[src/rtl/m68k_bus_responder_pkg.sv]
// m68k_bus_responder_pkg
//   Shared types and constants for the 68k bus target: responder state
//   encodings, DSACK termination codes and the window decode helper.
package m68k_bus_responder_pkg;

    typedef enum logic [3:0] {
        RSP_IDLE       = 4'd0,
        RSP_DECODE     = 4'd1,
        RSP_IGNORE     = 4'd2,
        RSP_WAIT_DS    = 4'd3,
        RSP_REQUEST    = 4'd4,
        RSP_WAIT_READY = 4'd5,
        RSP_DELAY      = 4'd6,
        RSP_ACK        = 4'd7,
        RSP_ERROR      = 4'd8
    } rsp_state_e;

    localparam logic [1:0] DSACK_16BIT = 2'b01;
    localparam logic [1:0] DSACK_NONE  = 2'b11;

    function automatic logic addr_hit(input logic [23:0] addr,
                                      input logic [23:0] base,
                                      input logic [23:0] mask);
        return (addr & mask) == (base & mask);
    endfunction

endpackage

[src/rtl/m68k_bus_responder_if.sv]
// m68k_bus_responder_if
//   Bus-side and register-backend signals of the responder.
//   slave  : the responder (m68k_bus_responder)
//   master : the bus initiator plus the register backend (e.g. a testbench)
interface m68k_bus_responder_if;
    logic        AS_n;
    logic        DS_n;
    logic        RW;
    logic [23:0] ADDR;
    logic [15:0] DATA_IN;
    logic [15:0] DATA_OUT;
    logic        DATA_OE;
    logic [1:0]  DSACK_n;
    logic        BERR_n;
    logic [7:0]  REG_ADDR;
    logic [15:0] REG_WDATA;
    logic        REG_WE;
    logic        REG_RE;
    logic [15:0] REG_RDATA;
    logic        REG_READY;

    modport slave (
        input  AS_n, DS_n, RW, ADDR, DATA_IN, REG_RDATA, REG_READY,
        output DATA_OUT, DATA_OE, DSACK_n, BERR_n,
               REG_ADDR, REG_WDATA, REG_WE, REG_RE
    );

    modport master (
        output AS_n, DS_n, RW, ADDR, DATA_IN, REG_RDATA, REG_READY,
        input  DATA_OUT, DATA_OE, DSACK_n, BERR_n,
               REG_ADDR, REG_WDATA, REG_WE, REG_RE
    );
endinterface

[src/rtl/m68k_bus_responder_bus_sync.sv]
// m68k_bus_responder_bus_sync
//   Two-flop synchroniser for an asynchronous active-low bus strobe.
//   Resets to 1 so a strobe reads as deasserted straight out of reset.
//   clk_i, rst_ni : clock, async active-low reset
//   d_i           : asynchronous input
//   q_o           : synchronised output
module m68k_bus_responder_bus_sync (
    input  logic clk_i,
    input  logic rst_ni,
    input  logic d_i,
    output logic q_o
);
    logic [1:0] sync_q;

    always_ff @(posedge clk_i or negedge rst_ni) begin
        if (!rst_ni) sync_q <= 2'b11;
        else         sync_q <= {sync_q[0], d_i};
    end

    assign q_o = sync_q[1];
endmodule

[src/rtl/m68k_bus_responder.sv]
// m68k_bus_responder
//   68k bus target: decodes its address window, issues one register-backend
//   access per AS cycle and terminates with DSACK (16-bit port) or BERR when
//   the backend fails to answer in time.
//   CLK, nRESET : clock, async active-low reset
//   bus         : bus + backend signals (slave modport)
module m68k_bus_responder
    import m68k_bus_responder_pkg::*;
#(
    parameter logic [23:0] BASE_ADDR   = 24'hE80000,
    parameter logic [23:0] ADDR_MASK   = 24'hFF0000,
    parameter int unsigned WAIT_STATES = 2,
    parameter int unsigned TIMEOUT     = 64
) (
    input  logic                  CLK,
    input  logic                  nRESET,
    m68k_bus_responder_if.slave   bus
);
    // One counter serves both the backend timeout and the wait-state delay.
    localparam int CNT_W = (TIMEOUT > 16) ? $clog2(TIMEOUT) : 4;
    // WAIT_READY is entered with the counter at 0, so the last waiting cycle
    // is TIMEOUT-2: BERR then lands TIMEOUT cycles after the REG_RE/WE pulse.
    localparam logic [CNT_W-1:0] TO_LAST = CNT_W'(TIMEOUT - 2);
    localparam logic [CNT_W-1:0] WS_LAST = CNT_W'(WAIT_STATES);

    logic as_s, ds_s;

    m68k_bus_responder_bus_sync u_as_sync (
        .clk_i (CLK), .rst_ni (nRESET), .d_i (bus.AS_n), .q_o (as_s)
    );
    m68k_bus_responder_bus_sync u_ds_sync (
        .clk_i (CLK), .rst_ni (nRESET), .d_i (bus.DS_n), .q_o (ds_s)
    );

    rsp_state_e       state_q, state_d;
    logic             arm_q;
    logic             rw_q, rw_d;
    logic [7:0]       reg_addr_q, reg_addr_d;
    logic [15:0]      wdata_q, wdata_d;
    logic [15:0]      dout_q, dout_d;
    logic [CNT_W-1:0] cnt_q, cnt_d;
    logic [1:0]       dsack_q, dsack_d;
    logic             berr_q, berr_d;
    logic             oe_q, oe_d;
    logic             we_q, we_d;
    logic             re_q, re_d;

    always_comb begin
        state_d    = state_q;
        rw_d       = rw_q;
        reg_addr_d = reg_addr_q;
        wdata_d    = wdata_q;
        dout_d     = dout_q;
        cnt_d      = cnt_q;

        if (state_q != RSP_IDLE && as_s) begin
            // AS released (normal end or abort): back to IDLE from anywhere.
            state_d = RSP_IDLE;
        end else begin
            case (state_q)
                RSP_IDLE: begin
                    // arm_q guarantees a full high cycle in IDLE, so the tail
                    // of the previous cycle is never mistaken for a new one.
                    if (!as_s && arm_q) state_d = RSP_DECODE;
                end
                RSP_DECODE: begin
                    rw_d       = bus.RW;
                    reg_addr_d = bus.ADDR[8:1];
                    state_d    = addr_hit(bus.ADDR, BASE_ADDR, ADDR_MASK)
                                 ? RSP_WAIT_DS : RSP_IGNORE;
                end
                RSP_WAIT_DS: begin
                    if (!ds_s) begin
                        if (!rw_q) wdata_d = bus.DATA_IN;
                        state_d = RSP_REQUEST;
                    end
                end
                RSP_REQUEST: begin
                    cnt_d   = '0;
                    state_d = RSP_WAIT_READY;
                end
                RSP_WAIT_READY: begin
                    if (bus.REG_READY) begin
                        if (rw_q) dout_d = bus.REG_RDATA;
                        cnt_d   = '0;
                        state_d = RSP_DELAY;
                    end else if (cnt_q == TO_LAST) begin
                        state_d = RSP_ERROR;
                    end else begin
                        cnt_d = cnt_q + 1'b1;
                    end
                end
                RSP_DELAY: begin
                    if (cnt_q == WS_LAST) state_d = RSP_ACK;
                    else                  cnt_d   = cnt_q + 1'b1;
                end
                RSP_IGNORE, RSP_ACK, RSP_ERROR: ;
                default: state_d = RSP_IDLE;
            endcase
        end

        // Outputs are registered from the next state so they switch on the
        // same edge as the state, glitch-free.
        dsack_d = (state_d == RSP_ACK) ? DSACK_16BIT : DSACK_NONE;
        berr_d  = (state_d != RSP_ERROR);
        oe_d    = (state_d == RSP_ACK) && rw_q;
        we_d    = (state_d == RSP_REQUEST) && !rw_q;
        re_d    = (state_d == RSP_REQUEST) && rw_q;
    end

    always_ff @(posedge CLK or negedge nRESET) begin
        if (!nRESET) begin
            state_q    <= RSP_IDLE;
            arm_q      <= 1'b0;
            rw_q       <= 1'b0;
            reg_addr_q <= '0;
            wdata_q    <= '0;
            dout_q     <= '0;
            cnt_q      <= '0;
            dsack_q    <= DSACK_NONE;
            berr_q     <= 1'b1;
            oe_q       <= 1'b0;
            we_q       <= 1'b0;
            re_q       <= 1'b0;
        end else begin
            state_q    <= state_d;
            arm_q      <= (state_q == RSP_IDLE) && as_s;
            rw_q       <= rw_d;
            reg_addr_q <= reg_addr_d;
            wdata_q    <= wdata_d;
            dout_q     <= dout_d;
            cnt_q      <= cnt_d;
            dsack_q    <= dsack_d;
            berr_q     <= berr_d;
            oe_q       <= oe_d;
            we_q       <= we_d;
            re_q       <= re_d;
        end
    end

    assign bus.DATA_OUT  = dout_q;
    assign bus.DATA_OE   = oe_q;
    assign bus.DSACK_n   = dsack_q;
    assign bus.BERR_n    = berr_q;
    assign bus.REG_ADDR  = reg_addr_q;
    assign bus.REG_WDATA = wdata_q;
    assign bus.REG_WE    = we_q;
    assign bus.REG_RE    = re_q;
endmodule
[src/flat_wrapper.sv]
// flat-port wrapper written by rule: the top's interface ports become plain ports
module m68k_bus_responder_flat import m68k_bus_responder_pkg::*;
#(
    parameter logic [23:0] BASE_ADDR   = 24'hE80000,
    parameter logic [23:0] ADDR_MASK   = 24'hFF0000,
    parameter int unsigned WAIT_STATES = 2,
    parameter int unsigned TIMEOUT     = 64
)
  (CLK, nRESET, bus_AS_n, bus_DS_n, bus_RW, bus_ADDR, bus_DATA_IN, bus_REG_RDATA, bus_REG_READY, bus_DATA_OUT, bus_DATA_OE, bus_DSACK_n, bus_BERR_n, bus_REG_ADDR, bus_REG_WDATA, bus_REG_WE, bus_REG_RE);
  m68k_bus_responder_if bus_i ();
  input  logic CLK;
  input  logic nRESET;
  input wire logic [$bits(bus_i.AS_n)-1:0] bus_AS_n;
  input wire logic [$bits(bus_i.DS_n)-1:0] bus_DS_n;
  input wire logic [$bits(bus_i.RW)-1:0] bus_RW;
  input wire logic [$bits(bus_i.ADDR)-1:0] bus_ADDR;
  input wire logic [$bits(bus_i.DATA_IN)-1:0] bus_DATA_IN;
  input wire logic [$bits(bus_i.REG_RDATA)-1:0] bus_REG_RDATA;
  input wire logic [$bits(bus_i.REG_READY)-1:0] bus_REG_READY;
  output wire logic [$bits(bus_i.DATA_OUT)-1:0] bus_DATA_OUT;
  output wire logic [$bits(bus_i.DATA_OE)-1:0] bus_DATA_OE;
  output wire logic [$bits(bus_i.DSACK_n)-1:0] bus_DSACK_n;
  output wire logic [$bits(bus_i.BERR_n)-1:0] bus_BERR_n;
  output wire logic [$bits(bus_i.REG_ADDR)-1:0] bus_REG_ADDR;
  output wire logic [$bits(bus_i.REG_WDATA)-1:0] bus_REG_WDATA;
  output wire logic [$bits(bus_i.REG_WE)-1:0] bus_REG_WE;
  output wire logic [$bits(bus_i.REG_RE)-1:0] bus_REG_RE;
  assign bus_i.AS_n = bus_AS_n;
  assign bus_i.DS_n = bus_DS_n;
  assign bus_i.RW = bus_RW;
  assign bus_i.ADDR = bus_ADDR;
  assign bus_i.DATA_IN = bus_DATA_IN;
  assign bus_i.REG_RDATA = bus_REG_RDATA;
  assign bus_i.REG_READY = bus_REG_READY;
  assign bus_DATA_OUT = bus_i.DATA_OUT;
  assign bus_DATA_OE = bus_i.DATA_OE;
  assign bus_DSACK_n = bus_i.DSACK_n;
  assign bus_BERR_n = bus_i.BERR_n;
  assign bus_REG_ADDR = bus_i.REG_ADDR;
  assign bus_REG_WDATA = bus_i.REG_WDATA;
  assign bus_REG_WE = bus_i.REG_WE;
  assign bus_REG_RE = bus_i.REG_RE;
  m68k_bus_responder #(.BASE_ADDR(BASE_ADDR), .ADDR_MASK(ADDR_MASK), .WAIT_STATES(WAIT_STATES), .TIMEOUT(TIMEOUT)) u_core (.CLK(CLK), .nRESET(nRESET), .bus(bus_i));
endmodule
[config.mk]
export PLATFORM = sky130hd
export DESIGN_NAME = m68k_bus_responder_flat
export DESIGN_NICKNAME = d
export VERILOG_FILES = /design/src/rtl/m68k_bus_responder_pkg.sv /design/src/rtl/m68k_bus_responder_if.sv /design/src/rtl/m68k_bus_responder_bus_sync.sv /design/src/rtl/m68k_bus_responder.sv /design/src/flat_wrapper.sv
export SDC_FILE = /design/constraint.sdc
export NUM_CORES = 1
export LEC_CHECK = 0
export CAP_MARGIN = 20
export CORE_ASPECT_RATIO = 0.8
export CORE_UTILIZATION = 40
export CTS_BUF_LIST = sky130_fd_sc_hd__clkbuf_4 sky130_fd_sc_hd__clkbuf_8
export CTS_CLUSTER_SIZE = 14
export DETAILED_ROUTE_END_ITERATION = 12
export GPL_TIMING_DRIVEN = 0
export PLACE_DENSITY = 0.77
export SKIP_LAST_GASP = 1
export SLEW_MARGIN = 5
export SYNTH_ARGS = -nofsm -noshare
export SYNTH_HDL_FRONTEND = slang
export SYNTH_SLANG_ARGS = --single-unit
[constraint.sdc]
create_clock -name CLK -period 1.9 [get_ports CLK]
set_input_delay 0.57 -clock CLK [delete_from_list [all_inputs] [get_ports CLK]]
set_output_delay 0.57 -clock CLK [all_outputs]
set_load 0.02 [all_outputs]
======== Word level (Yosys, flattened, before mapping) ========
Index checks and enable logic that the tools add are counted.
operators by class
  add/subtract/negate cells ............... 1
  equal/unequal tests ..................... 16
  multiplexer cells ....................... 13
  bitwise logic cells ..................... 3
  reductions and logical operators ........ 16
operators with widths
  cell                                           count
  case mux 4 bit (7 select lines)                1
  == test 4 x 3 -> 1 bit, second input constant  6
  2-to-1 mux 4 bit                               6
  2-to-1 mux 6 bit                               3
  case mux 6 bit (3 select lines)                1
  AND reduction 4 bit                            3
  == test 4 x 2 -> 1 bit, second input constant  2
  == test 8 bit, second input constant           1
  adder 6 x 1 -> 6 bit, second input constant    1
  == test 6 x 2 -> 1 bit, second input constant  1
  == test 6 bit, second input constant           1
  logical AND 1 bit                              6
  == test 4 x 1 -> 1 bit, second input constant  1
  == test 4 bit, second input constant           1
  zero test 4 bit                                1
  != test 4 bit, second input constant           1
  nonzero test 4 bit                             1
  != test 3 bit, second input constant           1
  NOT 1 bit                                      3
  nonzero test 3 bit                             1
  OR reduction 3 bit                             1
  zero test 1 bit                                2
  2-to-1 mux 2 bit                               1
  != test 2 bit, second input constant           1
  2 further kinds                                2
storage, ports and cells
  flip-flop bits (word level) ............. 62
  input port bits ......................... 62
  output and inout port bits .............. 46

======== Logic depth before layout (Yosys ltp) ========
Gate-level depths: netlist (run 1).
  depth in word-level cells ............... 7
  depth in mapped cells ................... 8

======== Cells and area by module ========
Synthesis (run 1) repeated with hierarchy kept, for this count alone.
unflattened totals
  cells, all modules ...................... 187
  area total of the unflattened synthesis .. 2642.5 um^2
by module, submodules not included
  module                       instances  cells each  area an instance (um^2)  sequential area each (um^2)
  m68k_bus_responder           1          183         2537.4                   1428.9
  m68k_bus_responder_bus_sync  2          2           52.6                     52.6

======== Least setup slack after synthesis (run 1) ========
Ideal clock, no wire load.
  path type ............................... register -> register
  start ................................... reg, netlist name u_core.cnt_q[0]
  end ..................................... reg u_core.wdata_q[10], in the netlist u_core.bus.REG_WDATA[10]
  arrival ................................. 1.944 ns
  path slack .............................. -0.169 ns
  stages on the path, launching flop included .. 9
  cells stage by stage .................... dfrtp_1 inv_1 ha_1 or4b_1 o21ai_1 o211ai_1 nand4_4 buf_8 mux2_4
RTL lines
  item                  RTL line                   RTL
  end signal, assigned  m68k_bus_responder.sv:130  wdata_q <= wdata_d;
  end, declared         m68k_bus_responder.sv:39   logic [15:0] wdata_q, wdata_d;

==> results_dict.tcl, run 1 <==
set metrics [dict create \
    antenna_found_initial 0 \
    syn_nets 256 \
    drtAntennaViolNets 0 \
    post-place-ws_ns -0.737 \
    timing.rr.start "u_core.cnt_q[0]$_DFFE_PN0P_" \
    cts_tree "done" \
    cp.depth 8 \
    fmax_mhz 450 \
    synth_cells 192 \
    setup_viol 24 \
    regToRegSetupSlack_ns -0.32 \
    die_x_um 92.5 \
    fin_skew_ns 0.0131 \
    gr-total-overflow 0 \
    critPathSlowestCell "or4b_4" \
    cts_made_buffers 9 \
    htreeDepth 3 \
    n_antenna_cell 0 \
    core-area_um2 6100 \
    grt_max_degree 62 \
    path_max_fanout 7 \
    port_buffers 98 \
    synthTopCellsByCount "dfrtp_1, mux2_2, mux2_4" \
    timing.final.crit_share_pct 117 \
    setup_ws_ns -0.323 \
    cts_root_buf "clkbuf_8" \
    ys_top_cells_by_area "dfrtp_1, mux2_2, dfstp_2" \
    period_needed_ns 2.22 \
    synth_cell_type_count 43 \
    path_clk_slew_ns 0.07 \
    synth-edff-count 0 \
    fin_total_pwr_mw 5.67 \
    cp.required_ns 2.12 \
    clock_sinks 61 \
    tightest_slew_ns 0.763 \
    violations "negative setup slack" \
    synth_warnings 0 \
    ir_worst_vdd_v 0.000781 \
    n_fill_cell 421 \
    synth_area_leader_cell "dfrtp_1" \
    grt_pass1_vias 2004 \
    drt_wl_total_mm 6.34 \
    ioPinCount 108 \
    rows 25 \
    async_flop_share_pct 100 \
    path_class "reg2reg" \
    crit_path_max_incr_delay_ns 0.47 \
    remaining_drc_errors 0 \
    syn_area_um2 2620 \
    slew_headroom_pct 49.1 \
    dieHeight_um 74.4 \
    worstSetupEndpointType "flop" \
    place.gp.congestion 0.825 \
    viasPerCell 4.98 \
    initial_utilization_pct 43.0 \
    ys_seq_elements 61 \
    synth_most_common_cell "dfrtp_1" \
    area_delta_synth_final_pct 61.4 \
    grtUsageTotal_pct 19.0 \
    drt_pass1_iterations 4 \
    grt_pass1_wl_mm 9.84 \
    synth_top_flop_cell "dfrtp_1" \
    crit_chain "inv_1, ha_2, or4b_4, o21ai_2, o211ai_1, nand4_4, buf_4, mux2_2" \
    worst_ep_arrival_time_ns 2.45 \
    path_buf_inv 2 \
    yosysSeqAreaShare_pct 58.5 \
    drv_slew 0 \
    drt_iter0_drc 197 \
    drive_above_1_share_pct 31.5 \
    leakagePower_nw 2.22 \
    clk_latency_ns 0.34 \
    maxCapViolations 0 \
    die_area_um2 6880 \
    rsz0062_at_grt "yes" \
    dr_total_vias 2002 \
    nets 380 \
    wl_per_cell_um 15.8 \
    hpwl_mm 3.94 \
    rr_endpoint "u_core.bus.REG_WDATA[3]$_DFFE_PN0P_" \
    crit_family "simple AND/OR/NAND/NOR gates" \
    pwr_density_cell_nw_per_um2 1340 \
    max-clock-path-buffers 2 \
    hp-class "in2async" \
    synth.avg_cell_area_um2 13.7 \
    reg2regPathDepth 8 \
    cts_hold_buf 0 \
    final_hold_viol_count 0 \
    status "finished, violations left" \
    critPathLaunchType "flop" \
    synth_top_area_share_pct 52.5 \
]
placed cells by master, fill, tap and decap left out, drive strengths merged, types with 3 or more instances in the layout:
master,n
o21ai,11
nand2,8
clkbuf,12
clkdlybuf4s50,64
dfstp,6
nor3,5
buf,21
dlygate4sd2,4
a21oi,4
nand2b,3
nand3,7
dfrtp,55
o31ai,3
nor2,6
mux2,41
inv,7
o211ai,3
dlymetal6s2s,29
nor2b,5
metal layers:
layer,GRT usage (%),up-vias,part of all wire (%)
met5,0,-,0
met4,6.77,0,0.69
met3,7.67,7,9.4
met2,30.1,102,49
met1,23.8,955,41
li1,-,938,-
logic make-up (layout without fill, tap and decap cells):
| group | count (synthesis) | after routing | synth area share (%) |
|---|---|---|---|
| buffers and inverters | 12 | 141 | 2.86 |
| DFF | 61 | 61 | 58.5 |
| other | 1 | 1 | 0.143 |
| and+or+nand+nor | 47 | 47 | 10.8 |
| adders and majority gates | 2 | 2 | 0.955 |
| muxes | 41 | 41 | 18.9 |
| AOI/OAI and AO/OA | 28 | 28 | 7.83 |
report_power, final:
| part | switching (mW) | total, mW | internal, mW |
|---|---|---|---|
| Combinational | 1.12 | 2.40 | 1.28 |
| Clock | 0.501 | 1.32 | 0.821 |
| Sequential | 0.234 | 1.95 | 1.72 |
timing repair:
action,4_1_cts,5_1_grt
pin swaps,5,5
setup endpoints to repair,43,70
gates cloned,1,0
buffers inserted,12,5
resized for setup,17,47
flip-flops by register name (all words and copies together) (netlist names):
name,cells
u_core.bus.DATA_OE,1
u_core.u_ds_sync.sync_q,2
u_core.bus.REG_WE,1
u_core.bus.REG_RE,1
u_core.rw_q,1
u_core.cnt_q,6
u_core.bus.DATA_OUT,16
u_core.bus.REG_ADDR,8
u_core.state_q,4
u_core.bus.BERR_n,1
u_core.bus.DSACK_n,1
u_core.arm_q,1
u_core.u_as_sync.sync_q,2
u_core.bus.REG_WDATA,16
how the worst max path moves through the flow:
stage,from,end,slack (ns)
after floorplan,u_core.cnt_q[0]$_DFFE_PN0P_,u_core.bus.REG_WDATA[10]$_DFFE_PN0P_,-0.17
after global placement,nRESET,u_core.bus.DATA_OUT[14]$_DFFE_PN0P_,-1.66
after detailed placement,bus_REG_READY,u_core.bus.DATA_OUT[8]$_DFFE_PN0P_,-0.74
after CTS,u_core.cnt_q[0]$_DFFE_PN0P_,u_core.bus.REG_WDATA[15]$_DFFE_PN0P_,-0.34
after global routing,u_core.cnt_q[0]$_DFFE_PN0P_,u_core.bus.REG_WDATA[1]$_DFFE_PN0P_,-0.42
final,u_core.cnt_q[0]$_DFFE_PN0P_,u_core.bus.REG_WDATA[3]$_DFFE_PN0P_,-0.32
stage by stage:
| stage | cells | util (%) | hold slack [ns] | instance area (um^2) | setup TNS (ns) |
|---|---|---|---|---|---|
| 6_report | 402 | 69.4 | 0.304 | 4230 | -6.00 |
| 2_1_floorplan | 192 | - | 0.274 | 2620 | -1.90 |
| 5_1_grt | 402 | 69.4 | 0.359 | 4230 | -8.34 |
| 4_1_cts | 400 | 67.3 | 0.323 | 4100 | -5.79 |
| 3_5_place_dp | 371 | 60.7 | 0.349 | 3700 | -22.18 |
| 3_3_place_gp | 371 | 60.8 | 0.346 | 3710 | -117.69 |
layout make-up:
| type | instances | area, um^2 | area share [%] |
|---|---|---|---|
| Sequential cell | 61 | 1540 | 36.3 |
| Timing Repair Buffer | 114 | 1200 | 28.4 |
| Multi-Input combinational cell | 119 | 1100 | 26.0 |
| Clock buffer | 12 | 159 | 3.76 |
| Tap cell | 81 | 101 | 2.40 |
| Clock inverter | 4 | 70.1 | 1.66 |
| Buffer | 4 | 33.8 | 0.798 |
| Inverter | 7 | 28.8 | 0.680 |
Note: power is estimated with default switching activity, not from simulation.
==> inputs of run 2 (changes only) <==
- PLACE_DENSITY: 0.77 -> 0.74
- clock period: 1.9 -> 2.1 ns (I/O delays scaled with it)
==> run 2 against run 1 <==
The run still ends with negative setup slack left. Worst hold slack better by 0.052 ns. Wire length decreased by 6.7%. Die area did not move. Highest routed layer unchanged. Critical endpoint is now u_core.bus.REG_WDATA[6]$_DFFE_PN0P_. Combinational power decreased by 9.6%. Sequential power shrank 9%. Clock skew shrank 0.0022 ns. Critical path depth rose by 1.
==> results_dict.tcl, run 2 (synthesized netlist as in run 1, its figures left out) <==
set metrics [dict create \
    crit_path_max_incr_delay_ns 0.47 \
    worstSetupEndpointType "flop" \
    grt_pass1_wl_mm 9.39 \
    path_class "reg2reg" \
    hp-class "in2async" \
    placed_cells 371 \
    port_buffers 98 \
    crit_chain "inv_1, ha_2, or4b_4, o21ai_2, o211ai_1, nand4_4, buf_6, buf_6, mux2_4" \
    area_delta_synth_final_pct 56.7 \
    rows 25 \
    path_max_fanout 6 \
    status "finished, violations left" \
    seq_area_um2 1530 \
    remaining_drc_errors 0 \
    antenna_found_initial 0 \
    grt_pass1_vias 2018 \
    cts_made_buffers 9 \
    worst_ep_arrival_time_ns 2.43 \
    setup_ws_ns -0.109 \
    max-clock-path-buffers 2 \
    gr-total-overflow 0 \
    layout_commonest_cell "clkdlybuf4s50_1" \
    tightest_slew_ns 0.750 \
    leakagePower_nw 1.83 \
    n_antenna_cell 0 \
    dieHeight_um 74.4 \
    period_needed_ns 2.21 \
    fin_util_pct 67.3 \
    drt_wl_total_mm 5.91 \
    setup_viol 16 \
    hpwl_mm 4.00 \
    violations "negative setup slack" \
    drv_slew 0 \
    critPathLaunchType "flop" \
    grtUsageTotal_pct 18.3 \
    fmax_mhz 453 \
    die_area_um2 6880 \
    maxCapViolations 0 \
    n_fill_cell 463 \
    core-area_um2 6100 \
    slew_headroom_pct 49.5 \
    cts_tree "done" \
    critPathSlowestCell "or4b_4" \
    whs_ns 0.355 \
    dr_total_vias 1954 \
    path_buf_inv 3 \
    ioPinCount 108 \
    wl_per_cell_um 14.8 \
    grt_max_degree 62 \
    die_x_um 92.5 \
    cpMostUsedCell "buf_6" \
    place.gp.congestion 0.853 \
    clk_latency_ns 0.34 \
    multi_input_area_um2 1060 \
    final_hold_viol_count 0 \
    viasPerCell 4.90 \
    ir_worst_vdd_v 0.000739 \
    drt_iter0_drc 122 \
    initial_utilization_pct 43.0 \
    pwr_density_cell_nw_per_um2 1260 \
    nets 377 \
    htreeDepth 3 \
    drt_pass1_iterations 4 \
    fin_tns_setup_ns -1.01 \
    cp.required_ns 2.32 \
    timing.final.crit_share_pct 105 \
    layoutNonFillerInstCount 399 \
    fin_skew_ns 0.0109 \
    crit_family "simple AND/OR/NAND/NOR gates" \
    cts_hold_buf 0 \
    clock_sinks 61 \
    layout_common_cells "clkdlybuf4s50_1, dfrtp_1, mux2_2" \
    drive_above_1_share_pct 28.0 \
    drtAntennaViolNets 0 \
    cts_root_buf "clkbuf_8" \
    path_clk_slew_ns 0.07 \
    rsz0062_at_grt "yes" \
]
run 2: cell count changes in the layout (fill, tap and decap cells not counted), moves of 2 or more:
cell,change
buf_4,-3
dlymetal6s2s_1,-27
dlygate4sd2_1,-3
clkdlybuf4s50_1,+30
o21ai_2,-2
o31ai_2,-2
o31ai_1,+3
clkbuf_8,+2
run 2: path summary, 6_finish.rpt:
path,endpoint,cells after the start,slack (ns),start
setup / recovery,u_core.bus.REG_WDATA[6]$_DFFE_PN0P_,9,-0.11,u_core.cnt_q[0]$_DFFE_PN0P_
hold / removal,u_core.bus.REG_ADDR[3]$_DFFE_PN0P_,1,0.36,nRESET
setup reg to reg,u_core.bus.REG_WDATA[6]$_DFFE_PN0P_,9,-0.11,u_core.cnt_q[0]$_DFFE_PN0P_
hold reg to reg,u_core.u_ds_sync.sync_q[1]$_DFF_PN1_,0,0.36,u_core.u_ds_sync.sync_q[0]$_DFF_PN1_
max in group asynchronous,u_core.cnt_q[4]$_DFFE_PN0P_,1,1.24,nRESET
min in group CLK,u_core.u_ds_sync.sync_q[1]$_DFF_PN1_,0,0.36,u_core.u_ds_sync.sync_q[0]$_DFF_PN1_
run 2: through the flow:
step | worst slack [ns] | cell area, um^2 | power [mW]
after CTS | -0.109 | 4100 | 5.21
after global placement | -1.57 | 3700 | 3.77
after global routing | -0.206 | 4110 | 5.45
after floorplan | 0.0306 | 2620 | 2.87
final | -0.109 | 4110 | 5.19
after detailed placement | -0.513 | 3700 | 3.80
run 2: timing repair:
item,4_1_cts,5_1_grt
buffers inserted,13,2
gates cloned,1,0
pin swaps,2,4
setup endpoints to repair,31,36
gates resized for setup,8,16
run 2: worst reg2reg max path: stages, from the launching register on:
cell and delay [ns]:
dfrtp_1 0.38, inv_1 0.06, ha_2 0.17, or4b_4 0.47, o21ai_2 0.15, o211ai_1 0.17, nand4_4 0.17, buf_6 0.13
buf_6 0.10, mux2_4 0.29
run 2: area by class of cell:
cell class	instances	area share (%)
Clock buffer	13	4.36
Sequential cell	61	37.3
Multi-Input combinational cell	119	25.9
Clock inverter	3	1.58
Buffer	4	0.822
Inverter	7	0.640
Tap cell	81	2.47
Timing Repair Buffer	111	26.9
run 2: report_power, final:
group          switching [mW]  leakage (nW)  internal (mW)
sequential              0.224         0.774           1.56
clock                   0.444         0.126          0.796
combinational           0.967         0.927           1.20
run 2: layer usage:
layer | up-vias | global-route usage, % | share of wire (%)
li1 | 925 | - | -
met1 | 940 | 22.9 | 44
met2 | 83 | 27.2 | 46
met3 | 6 | 9.41 | 9.6
met4 | 0 | 7.29 | 1.1
met5 | - | 0 | 0
